## src/rtl/axi_mem_bridge_pkg.sv

```systemverilog
`default_nettype none
// ============================================================================
// Module      : axi_mem_bridge_pkg
// Description : Shared types and helpers for the core-to-AXI memory bridge.
//               Contains the FSM state encoding, the request owner, the AXI
//               response codes and the byte-strobe helper.
// Revision    : 1.0 - initial release
// ============================================================================
package axi_mem_bridge_pkg;

  // Bridge FSM states
  typedef enum logic [2:0] {
    ST_IDLE    = 3'd0,
    ST_RD_ADDR = 3'd1,
    ST_RD_DATA = 3'd2,
    ST_WR_REQ  = 3'd3,
    ST_WR_RESP = 3'd4
  } state_t;

  // Which core port owns the read that is in flight
  typedef enum logic {
    OWN_IF   = 1'b0,
    OWN_DATA = 1'b1
  } owner_t;

  // AXI response codes
  localparam logic [1:0] C_RESP_OKAY   = 2'b00;
  localparam logic [1:0] C_RESP_EXOKAY = 2'b01;
  localparam logic [1:0] C_RESP_SLVERR = 2'b10;
  localparam logic [1:0] C_RESP_DECERR = 2'b11;

  // Byte strobe for an access of 2**size bytes at byte offset off inside a
  // 64-bit beat; bits shifted past lane 7 are dropped.
  function automatic logic [7:0] size_to_strb(input logic [2:0] size,
                                              input logic [2:0] off);
    logic [7:0] base;
    case (size)
      3'd0:    base = 8'h01;
      3'd1:    base = 8'h03;
      3'd2:    base = 8'h0F;
      default: base = 8'hFF;
    endcase
    return base << off;
  endfunction

endpackage : axi_mem_bridge_pkg
`default_nettype wire

```

## src/rtl/axi_mem_bridge_if.sv

```systemverilog
`default_nettype none
// ============================================================================
// Module      : axi_mem_bridge_if
// Description : Single-beat AXI4 bus between the bridge (master) and the
//               memory slave.
// Revision    : 1.0 - initial release
// ============================================================================
interface axi_mem_bridge_if #(
  parameter int AXI_ADDR_W = 32,
  parameter int AXI_DATA_W = 64
) ();

  logic [AXI_ADDR_W-1:0]   araddr;
  logic                    arvalid;
  logic                    arready;
  logic [2:0]              arsize;
  logic [7:0]              arlen;

  logic [AXI_DATA_W-1:0]   rdata;
  logic [1:0]              rresp;
  logic                    rlast;
  logic                    rvalid;
  logic                    rready;

  logic [AXI_ADDR_W-1:0]   awaddr;
  logic                    awvalid;
  logic                    awready;
  logic [2:0]              awsize;
  logic [7:0]              awlen;

  logic [AXI_DATA_W-1:0]   wdata;
  logic [AXI_DATA_W/8-1:0] wstrb;
  logic                    wlast;
  logic                    wvalid;
  logic                    wready;

  logic [1:0]              bresp;
  logic                    bvalid;
  logic                    bready;

  modport master (
    output araddr, arvalid, arsize, arlen, rready,
    output awaddr, awvalid, awsize, awlen, wdata, wstrb, wlast, wvalid, bready,
    input  arready, rdata, rresp, rlast, rvalid, awready, wready, bresp, bvalid
  );

  modport slave (
    input  araddr, arvalid, arsize, arlen, rready,
    input  awaddr, awvalid, awsize, awlen, wdata, wstrb, wlast, wvalid, bready,
    output arready, rdata, rresp, rlast, rvalid, awready, wready, bresp, bvalid
  );

endinterface : axi_mem_bridge_if
`default_nettype wire

```

## src/rtl/axi_mem_bridge_wr_align.sv

```systemverilog
`default_nettype none
// ============================================================================
// Module      : axi_wr_align
// Description : Places LSB-aligned store data on its byte lanes and builds
//               the matching write strobe.
// Revision    : 1.0 - initial release
// ============================================================================
module axi_wr_align
  import axi_mem_bridge_pkg::*;
(
  input  wire logic [2:0]  i_off,
  input  wire logic [2:0]  i_size,
  input  wire logic [63:0] i_data,
  output logic      [63:0] o_wdata,
  output logic      [7:0]  o_wstrb
);

  // Shift data up by the byte offset and derive the strobe for that span
  always_comb begin
    o_wdata = i_data << {i_off, 3'b000};
    o_wstrb = size_to_strb(i_size, i_off);
  end

endmodule : axi_wr_align
`default_nettype wire

```

## src/rtl/axi_mem_bridge.sv

```systemverilog
`default_nettype none
// ============================================================================
// Module      : axi_mem_bridge
// Description : Arbitrates the core fetch port and load/store port onto one
//               single-beat AXI4 master. Loads/stores win over fetches.
//               Responses return as registered one-cycle pulses.
// Revision    : 1.0 - initial release
// ============================================================================
module axi_mem_bridge
  import axi_mem_bridge_pkg::*;
#(
  parameter int AXI_ADDR_W = 32,
  parameter int AXI_DATA_W = 64,
  parameter int PC_W       = 64
) (
  input  wire logic                  clk,
  input  wire logic                  rst,
  input  wire logic                  if_core_ready,
  input  wire logic [PC_W-1:0]       if_pc_next,
  output logic                       inst_valid,
  output logic      [31:0]           if_inst,
  output logic      [PC_W-1:0]       if_pc,
  input  wire logic                  re,
  input  wire logic                  we,
  input  wire logic [PC_W-1:0]       data_pc,
  input  wire logic [AXI_DATA_W-1:0] ls_data_o,
  input  wire logic [2:0]            data_size,
  output logic      [AXI_DATA_W-1:0] data_temp,
  output logic                       data_valid,
  output logic                       bus_err,
  axi_mem_bridge_if.master           axi
);

  state_t                r_state, w_next;
  owner_t                r_owner;
  logic [PC_W-1:0]       r_addr;
  logic [AXI_DATA_W-1:0] r_sdata;
  logic [2:0]            r_size;
  logic                  r_aw_done, r_w_done;
  logic                  r_inst_valid, r_data_valid, r_bus_err;
  logic [31:0]           r_if_inst;
  logic [PC_W-1:0]       r_if_pc;
  logic [AXI_DATA_W-1:0] r_data_temp;

  logic w_arvalid, w_rready, w_awvalid, w_wvalid, w_bready;
  logic w_aw_fire, w_w_fire;
  logic [63:0] w_wdata;
  logic [7:0]  w_wstrb;
  logic        w_unused;

  axi_wr_align u_wr_align (
    .i_off   (r_addr[2:0]),
    .i_size  (r_size),
    .i_data  (r_sdata),
    .o_wdata (w_wdata),
    .o_wstrb (w_wstrb)
  );

  // FSM state register
  always_ff @(posedge clk or posedge rst) begin
    if (rst) r_state <= ST_IDLE;
    else     r_state <= w_next;
  end

  // Next-state and bus handshake outputs; valids come only from the state
  always_comb begin
    w_next    = r_state;
    w_arvalid = 1'b0;
    w_rready  = 1'b0;
    w_awvalid = 1'b0;
    w_wvalid  = 1'b0;
    w_bready  = 1'b0;
    w_aw_fire = 1'b0;
    w_w_fire  = 1'b0;
    case (r_state)
      ST_IDLE: begin
        if (we)                 w_next = ST_WR_REQ;
        else if (re)            w_next = ST_RD_ADDR;
        else if (if_core_ready) w_next = ST_RD_ADDR;
      end
      ST_RD_ADDR: begin
        w_arvalid = 1'b1;
        if (axi.arready) w_next = ST_RD_DATA;
      end
      ST_RD_DATA: begin
        w_rready = 1'b1;
        if (axi.rvalid) w_next = ST_IDLE;
      end
      ST_WR_REQ: begin
        w_awvalid = !r_aw_done;
        w_wvalid  = !r_w_done;
        w_aw_fire = w_awvalid && axi.awready;
        w_w_fire  = w_wvalid && axi.wready;
        if ((r_aw_done || w_aw_fire) && (r_w_done || w_w_fire))
          w_next = ST_WR_RESP;
      end
      ST_WR_RESP: begin
        w_bready = 1'b1;
        if (axi.bvalid) w_next = ST_IDLE;
      end
      default: w_next = ST_IDLE;
    endcase
  end

  // Request latching, write handshake tracking and response capture
  always_ff @(posedge clk or posedge rst) begin
    if (rst) begin
      r_owner      <= OWN_IF;
      r_addr       <= '0;
      r_sdata      <= '0;
      r_size       <= '0;
      r_aw_done    <= 1'b0;
      r_w_done     <= 1'b0;
      r_inst_valid <= 1'b0;
      r_data_valid <= 1'b0;
      r_bus_err    <= 1'b0;
      r_if_inst    <= '0;
      r_if_pc      <= '0;
      r_data_temp  <= '0;
    end else begin
      r_inst_valid <= 1'b0;
      r_data_valid <= 1'b0;
      r_bus_err    <= 1'b0;
      case (r_state)
        ST_IDLE: begin
          if (we) begin
            r_owner   <= OWN_DATA;
            r_addr    <= data_pc;
            r_sdata   <= ls_data_o;
            r_size    <= data_size;
            r_aw_done <= 1'b0;
            r_w_done  <= 1'b0;
          end else if (re) begin
            r_owner <= OWN_DATA;
            r_addr  <= data_pc;
            r_size  <= data_size;
          end else if (if_core_ready) begin
            r_owner <= OWN_IF;
            r_addr  <= if_pc_next;
            r_size  <= 3'd2;
          end
        end
        ST_WR_REQ: begin
          if (w_aw_fire) r_aw_done <= 1'b1;
          if (w_w_fire)  r_w_done  <= 1'b1;
        end
        ST_RD_DATA: begin
          if (axi.rvalid) begin
            r_bus_err <= (axi.rresp != C_RESP_OKAY);
            if (r_owner == OWN_IF) begin
              r_if_inst    <= r_addr[2] ? axi.rdata[63:32] : axi.rdata[31:0];
              r_if_pc      <= r_addr;
              r_inst_valid <= 1'b1;
            end else begin
              r_data_temp  <= axi.rdata >> {r_addr[2:0], 3'b000};
              r_data_valid <= 1'b1;
            end
          end
        end
        ST_WR_RESP: begin
          if (axi.bvalid) begin
            r_bus_err    <= (axi.bresp != C_RESP_OKAY);
            r_data_valid <= 1'b1;
          end
        end
        default: ;
      endcase
    end
  end

  // Single-beat transfers: rlast carries no extra information
  assign w_unused = axi.rlast;

  assign axi.araddr  = r_addr[AXI_ADDR_W-1:0];
  assign axi.arvalid = w_arvalid;
  assign axi.arsize  = r_size;
  assign axi.arlen   = 8'd0;
  assign axi.rready  = w_rready;
  assign axi.awaddr  = r_addr[AXI_ADDR_W-1:0];
  assign axi.awvalid = w_awvalid;
  assign axi.awsize  = r_size;
  assign axi.awlen   = 8'd0;
  assign axi.wdata   = w_wvalid ? w_wdata : '0;
  assign axi.wstrb   = w_wvalid ? w_wstrb : '0;
  assign axi.wlast   = 1'b1;
  assign axi.wvalid  = w_wvalid;
  assign axi.bready  = w_bready;

  assign inst_valid = r_inst_valid;
  assign if_inst    = r_if_inst;
  assign if_pc      = r_if_pc;
  assign data_temp  = r_data_temp;
  assign data_valid = r_data_valid;
  assign bus_err    = r_bus_err;

endmodule : axi_mem_bridge
`default_nettype wire

```

## src/flat_wrapper.sv

```systemverilog
// flat-port wrapper written by rule: the top's interface ports become plain ports
module axi_mem_bridge_flat import axi_mem_bridge_pkg::*;
#(
  parameter int AXI_ADDR_W = 32,
  parameter int AXI_DATA_W = 64,
  parameter int PC_W       = 64
)
  (clk, rst, if_core_ready, if_pc_next, inst_valid, if_inst, if_pc, re, we, data_pc, ls_data_o, data_size, data_temp, data_valid, bus_err, axi_araddr, axi_arvalid, axi_arsize, axi_arlen, axi_rready, axi_awaddr, axi_awvalid, axi_awsize, axi_awlen, axi_wdata, axi_wstrb, axi_wlast, axi_wvalid, axi_bready, axi_arready, axi_rdata, axi_rresp, axi_rlast, axi_rvalid, axi_awready, axi_wready, axi_bresp, axi_bvalid);
  axi_mem_bridge_if #(.AXI_ADDR_W(AXI_ADDR_W), .AXI_DATA_W(AXI_DATA_W)) axi_i ();
  input  wire logic clk;
  input  wire logic rst;
  input  wire logic if_core_ready;
  input  wire logic [PC_W-1:0] if_pc_next;
  output logic inst_valid;
  output logic      [31:0] if_inst;
  output logic      [PC_W-1:0] if_pc;
  input  wire logic re;
  input  wire logic we;
  input  wire logic [PC_W-1:0] data_pc;
  input  wire logic [AXI_DATA_W-1:0] ls_data_o;
  input  wire logic [2:0] data_size;
  output logic      [AXI_DATA_W-1:0] data_temp;
  output logic data_valid;
  output logic bus_err;
  output wire logic [$bits(axi_i.araddr)-1:0] axi_araddr;
  output wire logic [$bits(axi_i.arvalid)-1:0] axi_arvalid;
  output wire logic [$bits(axi_i.arsize)-1:0] axi_arsize;
  output wire logic [$bits(axi_i.arlen)-1:0] axi_arlen;
  output wire logic [$bits(axi_i.rready)-1:0] axi_rready;
  output wire logic [$bits(axi_i.awaddr)-1:0] axi_awaddr;
  output wire logic [$bits(axi_i.awvalid)-1:0] axi_awvalid;
  output wire logic [$bits(axi_i.awsize)-1:0] axi_awsize;
  output wire logic [$bits(axi_i.awlen)-1:0] axi_awlen;
  output wire logic [$bits(axi_i.wdata)-1:0] axi_wdata;
  output wire logic [$bits(axi_i.wstrb)-1:0] axi_wstrb;
  output wire logic [$bits(axi_i.wlast)-1:0] axi_wlast;
  output wire logic [$bits(axi_i.wvalid)-1:0] axi_wvalid;
  output wire logic [$bits(axi_i.bready)-1:0] axi_bready;
  input wire logic [$bits(axi_i.arready)-1:0] axi_arready;
  input wire logic [$bits(axi_i.rdata)-1:0] axi_rdata;
  input wire logic [$bits(axi_i.rresp)-1:0] axi_rresp;
  input wire logic [$bits(axi_i.rlast)-1:0] axi_rlast;
  input wire logic [$bits(axi_i.rvalid)-1:0] axi_rvalid;
  input wire logic [$bits(axi_i.awready)-1:0] axi_awready;
  input wire logic [$bits(axi_i.wready)-1:0] axi_wready;
  input wire logic [$bits(axi_i.bresp)-1:0] axi_bresp;
  input wire logic [$bits(axi_i.bvalid)-1:0] axi_bvalid;
  assign axi_araddr = axi_i.araddr;
  assign axi_arvalid = axi_i.arvalid;
  assign axi_arsize = axi_i.arsize;
  assign axi_arlen = axi_i.arlen;
  assign axi_rready = axi_i.rready;
  assign axi_awaddr = axi_i.awaddr;
  assign axi_awvalid = axi_i.awvalid;
  assign axi_awsize = axi_i.awsize;
  assign axi_awlen = axi_i.awlen;
  assign axi_wdata = axi_i.wdata;
  assign axi_wstrb = axi_i.wstrb;
  assign axi_wlast = axi_i.wlast;
  assign axi_wvalid = axi_i.wvalid;
  assign axi_bready = axi_i.bready;
  assign axi_i.arready = axi_arready;
  assign axi_i.rdata = axi_rdata;
  assign axi_i.rresp = axi_rresp;
  assign axi_i.rlast = axi_rlast;
  assign axi_i.rvalid = axi_rvalid;
  assign axi_i.awready = axi_awready;
  assign axi_i.wready = axi_wready;
  assign axi_i.bresp = axi_bresp;
  assign axi_i.bvalid = axi_bvalid;
  axi_mem_bridge #(.AXI_ADDR_W(AXI_ADDR_W), .AXI_DATA_W(AXI_DATA_W), .PC_W(PC_W)) u_core (.clk(clk), .rst(rst), .if_core_ready(if_core_ready), .if_pc_next(if_pc_next), .inst_valid(inst_valid), .if_inst(if_inst), .if_pc(if_pc), .re(re), .we(we), .data_pc(data_pc), .ls_data_o(ls_data_o), .data_size(data_size), .data_temp(data_temp), .data_valid(data_valid), .bus_err(bus_err), .axi(axi_i));
endmodule
```

## config.mk

```make
export PLATFORM = sky130hd
export DESIGN_NAME = axi_mem_bridge_flat
export DESIGN_NICKNAME = d
export VERILOG_FILES = /design/src/rtl/axi_mem_bridge_pkg.sv /design/src/rtl/axi_mem_bridge_if.sv /design/src/rtl/axi_mem_bridge_wr_align.sv /design/src/rtl/axi_mem_bridge.sv /design/src/flat_wrapper.sv
export SDC_FILE = /design/constraint.sdc
export NUM_CORES = 1
export LEC_CHECK = 0
export ABC_AREA = 0
export CAP_MARGIN = 0
export CORE_ASPECT_RATIO = 1.1
export CORE_MARGIN = 2
export CORE_UTILIZATION = 30
export CTS_CLUSTER_DIAMETER = 50
export DETAILED_ROUTE_END_ITERATION = 10
export DONT_BUFFER_PORTS = 1
export GPL_ROUTABILITY_DRIVEN = 0
export PLACE_DENSITY = 0.55
export SYNTH_ARGS = -nofsm -noshare
export SYNTH_HDL_FRONTEND = slang
export SYNTH_SLANG_ARGS = --single-unit
```

## constraint.sdc

```tcl
create_clock -name clk -period 11.7 [get_ports clk]
set_input_delay 1.17 -clock clk [delete_from_list [all_inputs] [get_ports clk]]
set_output_delay 1.17 -clock clk [all_outputs]
set_load 0.03 [all_outputs]
```

==> key figures, run 1 <==
CTS
  • H-tree levels: 2
  • CTS Sinks: 300
  • Clk pin slew, worst setup/hold paths: 0.06 ns
  • Post-CTS Setup Bufs: 0
  • Clk_lat worst skew: 0.55 ns
  • CTS resizes: 0
  • TritonCTS clock tree: yes
  • Clk buf depth: 3
  • Hold_buf cts: 0
  • Clk root buf: clkbuf_16
  • Num CTS Buffers: 39

Cells and area
  • Final Util: 32.6%
  • Commonest cells after routing, fill and taps aside: dfrtp_1, nand2_1, mux2i_1
  • Fin area: about 0.017 mm²
  • Layout area overhead: 7.41%
  • Most common cell after layout, fill and taps aside: dfrtp_1
  • Reg area: 0.00752 mm²
  • Fill count: 5,515
  • Area taken by multi-input logic gates: 0.00742 mm²
  • Post-Layout Cell Count: about 2,200
  • Nets@finish: 1,714
  • Ratio of cells with drive above 1 in the final layout: around 16%

Placement
  • Hpwl dp: 41,200 µm
  • Port Buf Inserts: 0
  • Placed cell count: 2,127
  • Dpl cell area: 0.0160 mm²
  • Pre-CTS WS: 7.15 ns

Global routing
  • GRT Overall Usage: 18.9%
  • Largest net degree at the start of global routing: 155
  • Vias in the first global route: 11,500
  • Initial antenna violation count: 7
  • Gr ovfl total: 0
  • Global-route wire length before repair: between 70,000 and 80,000 µm

Logic synthesis
  • Largest area contributor in the netlist: dfrtp_1
  • Post-synthesis sequential area ratio: 46.2%
  • Post-Syn Area: ~0.016 mm²
  • Synth area leaders: dfrtp_1, mux2i_1, mux2_2
  • Post-synth top area share: 46.2%
  • Avg Inst Size Synth: 10.3 µm²
  • Top_reg_cell synth: dfrtp_1
  • Seq cells post-synth: 300
  • Post-synth cell types: 51
  • Asr flop ratio synth: 100%
  • Post-Synthesis Cells: about 1,600
  • EDFF count, synth: 0
  • Yosys warnings: 0

Worst setup path
  • Worst Setup Path Type: register to output port
  • Most used cell, CP: buf_4
  • Worst-path fanout max: 74
  • Crit path cell chain: buf_4, buf_4, mux2i_1, mux4_2, nor2_1
  • Crit-path slowest cell: buf_4
  • Critical Path End Type: output port
  • Delay-heaviest family, CP: buffers and inverters
  • CP Data Required Time: 10.53 ns
  • Crit-path max cell delay: 0.89 ns
  • CP Buf/Inv Count: 2
  • Worst setup SP type: register
  • Crit path DAT: 3.90 ns

Pwr
  • Clk pwr share: 20.3%
  • Switching Power: roughly 3.1 mW
  • Leak pwr: 7.71 nW
  • Pwr Total: 6.26 mW
  • Seq pwr share: 44.3%
  • Logic gate share of total power: 35.4%
  • Maximum vdd ir drop: 0.171 mV
  • P_int: 3.15 mW
  • P per Cell Area: 359 mW/mm²
  • Sw frac: 49.7%

Detailed routing
  • Sum of routed wire length over all layers: 55,200 µm
  • DRC: 0
  • DR WL/cell: 25.1 µm
  • Antenna Nets Post-Route: 0
  • Drt first pass iters: 6
  • Via count: 11,600
  • Initial DRC Count: 940
  • Via density: 5.26

Timing
  • Final setup vio count: 0
  • Clk_skew: 0.0253 ns
  • Final Hold Viols: 0
  • Final worst path period share: 43.3%
  • Max Freq: 0.197 GHz
  • RSZ-0062 raised after global routing: no
  • Minimum clock period: 5.07 ns
  • Post-route setup slack: 6.63 ns
  • WHS: 0.475 ns
  • Worst-Margin Slew: 1.20 ns
  • Max_slew headroom: roughly 20%
  • Fin. max-slew vios: 0
  • Setup_tns: 0 ns

Flow run
  • MaxCap Viol Count: 0

Floorplan
  • Die H: 248 µm
  • I/O pins: 601
  • Die Wd: 226 µm
  • Core ar.: 0.0536 mm²
  • Die area: 0.0560 mm²
  • Row count: 89
  • Initial Utilization: 30.3%

Outcome
  • Status: finished, final reports clean

Min path
  • Worst Hold Class: register to register
==> state kept, by name (all words and copies together), names as in the netlist, 3 cells and up <==
name / count
u_core.data_temp: 64
u_core.axi.arsize: 3
u_core.if_pc: 64
u_core.r_state: 3
u_core.r_sdata: 64
u_core.r_addr: 64
u_core.if_inst: 32
==> cell type report <==
cell class | instances | share of cell area (%)
multi-input combinational | 1069 | 42.6
tap | 728 | 5.22
clock inverter | 18 | 1.56
sequential | 300 | 43.1
clock buffer | 51 | 6.32
antenna | 7 | 0.100
inverter | 14 | 0.344
timing repair buffer | 16 | 0.761
==> cells in the mapped netlist, drive strengths merged, types with 2 or more instances <==
cell,instances
a31oi,8
a211oi,18
inv,14
o21ai,106
buf,177
dfrtp,300
o22ai,41
nand3,2
clkbuf,29
a22o,2
nand3b,8
o31ai,16
nand2,171
or2,3
a21oi,92
nor3,5
nor3b,2
and3,25
or3,2
mux2,176
and2,5
nand2b,21
mux2i,160
conb,2
mux4,8
nor2,129
a211o,8
o2bb2ai,8
nor2b,19
o21a,8
==> worst reg2reg max path, stage by stage (launching register included) <==
cell      delay [ns]
dfrtp_4         0.58
buf_4           0.65
buf_4           0.77
nand2b_1        0.71
o22ai_1         0.40
o31ai_1         0.11
==> logic make-up after synthesis <==
| group | after synthesis | share of synthesized area [%] |
|---|---|---|
| buf+inv | 220 | 8.51 |
| other cells | 2 | 0.0463 |
| mux | 344 | 23.2 |
| flops | 300 | 46.2 |
| simple gates | 396 | 10.8 |
| compound gates | 312 | 11.2 |
==> routing by layer <==
layer,GRT usage (%),share of wire (%),vias up
met1,24.3,41,5686
li1,-,-,5154
met5,0,0,-
met3,5.82,9.3,114
met2,29.8,46,639
met4,7.09,3.5,0
==> power by group through the flow <==
stage          clock [mW]  combinational [mW]  sequential, mW
6_report             1.27                2.22            2.77
3_3_place_gp            0                2.17            2.77
5_1_grt              1.35                2.43            2.83
2_1_floorplan           0                2.22            2.32
4_1_cts              1.30                2.22            2.77
3_5_place_dp            0                2.21            2.78
==> worst paths after layout <==
kind	depth (start not counted)	startpoint	slack, ns	to
worst max-delay path	5	u_core.r_addr[1]	6.63	axi_wdata[55]
worst min-delay path	2	u_core.r_addr[46]	0.48	u_core.r_addr[46]
worst max register to register	5	u_core.r_addr[0]	8.33	u_core.data_temp[7]
worst min register to register	2	u_core.r_addr[46]	0.48	u_core.r_addr[46]
max in group asynchronous	2	rst	9.78	u_core.data_temp[1]
min in group asynchronous	1	rst	0.56	u_core.r_addr[14]
No activity file was read; power rests on OpenSTA's default activity.
==> run 2, diff against run 1 <==
- PLACE_DENSITY: 0.55 -> 0.56
- clock period: 11.7 -> 4.4 ns (I/O delays scaled with it)
==> run 2 against run 1 <==
  * Sequential power increased to 2.7 times the previous value
  * Global-route usage up 0.73 points
  * Design area increased by 2.0%
  * Clock skew up 0.0035 ns
  * Die area unchanged
  * Largest power group unchanged
  * First-iteration DRC count shrank 6.8%
  * Register-to-register slack lost 6.9 ns
  * Power grew to 2.7 times the previous value
==> key figures, run 2 (same netlist as run 1, synthesis figures left out) <==
Pwr
  • Switching Power: 8.39 mW
  • Clk pwr share: 20.3%
  • P per Cell Area: 943 mW/mm²
  • Leak pwr: 7.88 nW
  • Maximum vdd ir drop: 0.936 mV
  • Seq pwr share: a little under half
  • Pwr Total: 16.8 mW
  • Sw frac: roughly half
  • P_int: 8.39 mW
  • Logic gate share of total power: 34.4%

Global routing
  • Global-route wire length before repair: 81,700 µm
  • Vias in the first global route: 11,900
  • Gr ovfl total: 0
  • Initial antenna violation count: 16
  • Largest net degree at the start of global routing: between 100 and 150
  • GRT Overall Usage: 19.6%

Detailed routing
  • Drt first pass iters: 5
  • Via density: 5.30
  • Initial DRC Count: 876
  • DRC: 0
  • Via count: 11,900
  • Sum of routed wire length over all layers: 57,500 µm
  • Antenna Nets Post-Route: 0
  • DR WL/cell: between 20 and 30 µm

Cells and area
  • Fill count: 5,405
  • Most common cell after layout, fill and taps aside: dfrtp_1
  • Layout area overhead: 9.59%
  • Nets@finish: 1,747
  • Commonest cells after routing, fill and taps aside: dfrtp_1, nand2_1, mux2i_1
  • Post-Layout Cell Count: between 2,000 and 2,500
  • Ratio of cells with drive above 1 in the final layout: 17.0%

Worst setup path
  • CP Data Required Time: approximately 4.0 ns
  • Critical Path End Type: output port
  • Crit path cell chain: buf_4, a211oi_1, a211oi_1, o21a_1
  • Worst setup SP type: register
  • R2r startpoint: u_core.r_addr[0]
  • Crit-path max cell delay: 0.89 ns
  • Crit-path slowest cell: dfrtp_4
  • Worst-path fanout max: 63
  • Crit path DAT: 3.16 ns
  • Worst Setup Path Type: register to output port
  • Crit. Startpoint: u_core.r_addr[1]
  • Most used cell, CP: a211oi_1

Timing
  • Final worst path period share: 81.8%
  • Worst-Margin Slew: 1.15 ns
  • Max_slew headroom: 22.7%
  • Minimum clock period: between 3 and 4 ns
  • Final Hold Viols: 0
  • Clk_skew: around 0.029 ns
  • RSZ-0062 raised after global routing: no
  • Fin. max-slew vios: 0
  • Max Freq: 0.278 GHz
  • Final setup vio count: 0

CTS
  • Clk root buf: clkbuf_16
  • CTS Sinks: 300
  • Clk pin slew, worst setup/hold paths: 0.06 ns
  • Post-CTS Setup Bufs: 0
  • TritonCTS clock tree: yes
  • Clk_lat worst skew: 0.56 ns
  • Clk buf depth: 3
  • Num CTS Buffers: 41
  • H-tree levels: 2

Floorplan
  • I/O pins: 601
  • Die area: between 0.05 and 0.06 mm²
  • Core ar.: 0.0536 mm²
  • Die H: 248 µm
  • Row count: between 80 and 90
  • Die Wd: 226 µm
  • Initial Utilization: between 30% and 40%

Placement
  • Placed cell count: 2,139
  • Hpwl dp: between 40,000 and 50,000 µm
  • Port Buf Inserts: 0

Min path
  • Worst Hold Class: input port to register
  • Hold wc startpoint: ls_data_o[1]

Outcome
  • Status: finished, final reports clean

Flow run
  • MaxCap Viol Count: 0
run 2: cell count changes in the layout (fill, tap and decap cells not counted), moves of 3 or more:
cell           before  now
clkinv_2            1    4
inv_8               4    1
buf_12              1    4
dlygate4sd3_1       0   19
buf_4              15   24
clkbuf_16          40   43
inv_6               2    7
diode_2             7   12
bufinv_16           5    2
run 2: metrics by stage:
step	setup WS [ns]	utilization [%]	hold WS [ns]	setup TNS, ns	cell area (µm²)
final	0.799	33.2	0.0347	0	17800
after global routing	0.647	33.2	0.00669	0	17800
after CTS	0.784	33.2	0.000804	0	17800
after detailed placement	1.40	30.2	0.406	0	16200
after global placement	1.41	30.2	0.401	0	16200
after floorplan	-0.0271	-	0.444	-8.12	16300
run 2: timing repair:
item | 4_1_cts | 5_1_grt
hold endpoints to repair | 33 | 0
resized for setup | 0 | 0
hold buffers | 19 | 0
run 2: worst paths after layout:
path | to | slack, ns | depth (start not counted)
max in group asynchronous | u_core.r_sdata[16] | 2.68 | 3
min in group asynchronous | u_core.r_addr[24] | 0.44 | 2
min reg2reg | u_core.r_addr[50] | 0.47 | 2
min | u_core.r_sdata[1] | 0.03 | 1
max | axi_wdata[56] | 0.80 | 4
max reg2reg | u_core.data_temp[7] | 1.45 | 4
run 2: final cells by class:
class / instances / area [µm²] / share of cell area, %
Sequential cell: 300 / 7520 / 42.3
Multi-Input combinational cell: 1069 / 7420 / 41.7
Clock buffer: 55 / 1190 / 6.70
Tap cell: 728 / 911 / 5.12
Timing Repair Buffer: 47 / 450 / 2.53
Clock inverter: 20 / 210 / 1.18
Inverter: 14 / 56.3 / 0.316
Antenna cell: 12 / 30.0 / 0.169
run 2: layer usage:
metal,up-vias,GRT usage (%),wire length (µm)
met5,-,0,39
met4,6,8.22,1990
met3,129,6.55,5810
met2,662,31.6,27400
met1,5874,24.0,22200
li1,5227,-,-
run 2: critical path: cells and delay by family (launching register included):
| family | cells | cell delay [ns] |
|---|---|---|
| DFF | 1 | 0.89 |
| AOI/OAI and AO/OA | 3 | 0.87 |
| buffers and inverters | 1 | 0.77 |
run 2: power by group through the flow:
| stage | registers, mW | logic, mW | clock network, mW |
|---|---|---|---|
| final | 7.60 | 5.78 | 3.40 |
| after global placement | 7.58 | 5.60 | 0 |
| after global routing | 7.76 | 6.30 | 3.59 |
| after CTS | 7.58 | 5.75 | 3.48 |
| after floorplan | 6.16 | 5.91 | 0 |
| after detailed placement | 7.61 | 5.71 | 0 |
==> run 3, diff against run 2 <==
- PLACE_DENSITY: 0.56 -> 0.55
- clock period: 4.4 -> 3.57 ns (I/O delays scaled with it)
==> run 3 against run 2 <==
  * Worst hold slack lost 0.017 ns
  * Worst setup slack lost 0.48 ns
  * Cell count grew 8.7%
  * Combinational power grew 33%
  * Global-route usage grew 0.95 points
  * Flip-flop and latch count is the same
  * First-iteration DRC count grew 18%
  * Clock skew grew 0.0019 ns
  * Register-to-register slack lost 0.42 ns
  * Sequential share of layout area shrank 4.1 points
  * Critical path type unchanged
==> key figures, run 3 (same netlist as run 1, synthesis figures left out) <==
Outcome
  • Status: finished, final reports clean

CTS
  • Clk root buf: clkbuf_16
  • Clk pin slew, worst setup/hold paths: 0.06 ns
  • Hold_buf cts: 193
  • Clk buf depth: 3
  • TritonCTS clock tree: yes
  • CTS resizes: 0
  • Clk_lat worst skew: 0.57 ns
  • H-tree levels: 2
  • Num CTS Buffers: 41
  • Post-CTS Setup Bufs: 0
  • CTS Sinks: 300

Timing
  • Setup_tns: 0 ns
  • Minimum clock period: 3.25 ns
  • Max_slew headroom: a little over a quarter
  • Worst-Margin Slew: approximately 1.1 ns
  • Final Hold Viols: 0
  • Final worst path period share: around 91%
  • Clk_skew: 0.0308 ns
  • WHS: between 0.015 and 0.02 ns
  • Fin. max-slew vios: 0
  • Final setup vio count: 0
  • RSZ-0062 raised after global routing: no
  • Max Freq: roughly 0.3 GHz

Pwr
  • P_int: between 10 and 15 mW
  • Sw frac: 49.8%
  • Pwr Total: 20.9 mW
  • Clk pwr share: slightly below 20%
  • Logic gate share of total power: between 30% and 40%
  • Maximum vdd ir drop: 0.608 mV
  • P per Cell Area: between 1000 and 1500 mW/mm²
  • Seq pwr share: 43.9%
  • Switching Power: 10.4 mW
  • Leak pwr: around 8.7 nW

Global routing
  • Global-route wire length before repair: 86,400 µm
  • Initial antenna violation count: 9
  • Vias in the first global route: 12,900
  • GRT Overall Usage: 20.6%
  • Largest net degree at the start of global routing: 108
  • Gr ovfl total: 0

Min path
  • Worst Hold Class: input port to register

Cells and area
  • Layout area overhead: 21.3%
  • Nets@finish: 1,949
  • Fin area: 0.0197 mm²
  • Ratio of cells with drive above 1 in the final layout: 16.5%
  • Most common cell after layout, fill and taps aside: dfrtp_1
  • Commonest cells after routing, fill and taps aside: dfrtp_1, dlygate4sd3_1, nand2_1
  • Area taken by multi-input logic gates: 0.00742 mm²
  • Fill count: roughly 5,200
  • Reg area: 0.00752 mm²

Flow run
  • MaxCap Viol Count: 0

Worst setup path
  • CP Data Required Time: between 3 and 4 ns
  • Crit path DAT: 2.90 ns
  • Crit-path slowest cell: dfrtp_4
  • Crit-path max cell delay: 0.76 ns
  • Worst-path fanout max: 34
  • Critical Path End Type: output port
  • Worst setup SP type: register
  • Worst Setup Path Type: register to output port
  • Crit path cell chain: buf_4, mux2i_1, mux4_2, nor2_1

Detailed routing
  • Drt first pass iters: 5
  • Via density: 5.27
  • Via count: 12,900
  • Sum of routed wire length over all layers: 59,700 µm
  • DR WL/cell: 24.5 µm
  • Initial DRC Count: 1,033
  • Antenna Nets Post-Route: 0
  • DRC: 0

Floorplan
  • Core ar.: about 0.054 mm²
  • Die H: 248 µm
  • Initial Utilization: 30.3%
  • Die Wd: around 230 µm
  • Row count: 89
  • I/O pins: between 600 and 700
  • Die area: 0.0560 mm²

Placement
  • Port Buf Inserts: 0
  • Dpl cell area: 0.0164 mm²
  • Hpwl dp: 42,900 µm
run 3: cell count changes in the layout (fill, tap and decap cells not counted), sizes merged:
cell         before  now
dlygate4sd3      19  193
buf              28   56
diode            12    6
clkinvlp          3    5
inv              21   19
bufinv            2    1
clkbuf           55   56
run 3: metrics by stage:
stage                     util (%)  std cells  setup slack, ns
after detailed placement      30.6       2167            0.969
after global routing          36.8       2438            0.230
after CTS                     36.7       2435            0.342
final                         36.8       2441            0.316
after floorplan                  -       1589           -0.774
after global placement        30.6       2167            0.964
run 3: path summary, 6_finish.rpt:
kind / depth (start not counted) / startpoint / slack (ns) / end
max in group asynchronous: 3 / rst / 2.21 / u_core.r_addr[1]
hold / removal: 2 / data_pc[53] / 0.02 / u_core.r_addr[53]
min in group asynchronous: 2 / rst / 0.35 / u_core.data_temp[30]
setup / recovery: 4 / u_core.r_addr[1] / 0.32 / axi_wdata[52]
setup reg to reg: 4 / u_core.r_state[1] / 1.03 / u_core.if_pc[11]
hold reg to reg: 2 / u_core.r_addr[56] / 0.47 / u_core.r_addr[56]
run 3: per-layer routing:
| layer | part of all wire [%] | global-route usage [%] | wire length (µm) | up-vias |
|---|---|---|---|---|
| met4 | 4.0 | 8.45 | 2410 | 2 |
| met5 | 0.017 | 0 | 10 | - |
| li1 | - | - | - | 5649 |
| met1 | 39 | 25.8 | 23500 | 6247 |
| met2 | 46 | 32.8 | 27700 | 815 |
| met3 | 10 | 6.61 | 6130 | 150 |
run 3: power by group through the flow:
stage / Sequential (mW) / Clock, mW / Combinational, mW
global route: 9.40 / 4.27 / 8.36
finish: 9.20 / 4.05 / 7.69
global placement: 9.17 / 0 / 7.24
CTS: 9.18 / 4.12 / 7.61
floorplan: 7.59 / 0 / 7.28
detailed placement: 9.21 / 0 / 7.37
run 3: worst max-delay path, delay by kind of cell (launching register included):
kind | cells | cell delay (ns)
buf+inv | 1 | 0.40
flops | 1 | 0.76
mux | 2 | 0.66
simple gates | 1 | 0.46
run 3: area by class of cell:
class	instances	area share (%)
Antenna cell	6	0.0762
Clock buffer	56	5.85
Clock inverter	19	0.915
Inverter	14	0.286
Multi-Input combinational cell	1069	37.7
Sequential cell	300	38.2
Tap cell	728	4.62
Timing Repair Buffer	249	12.4
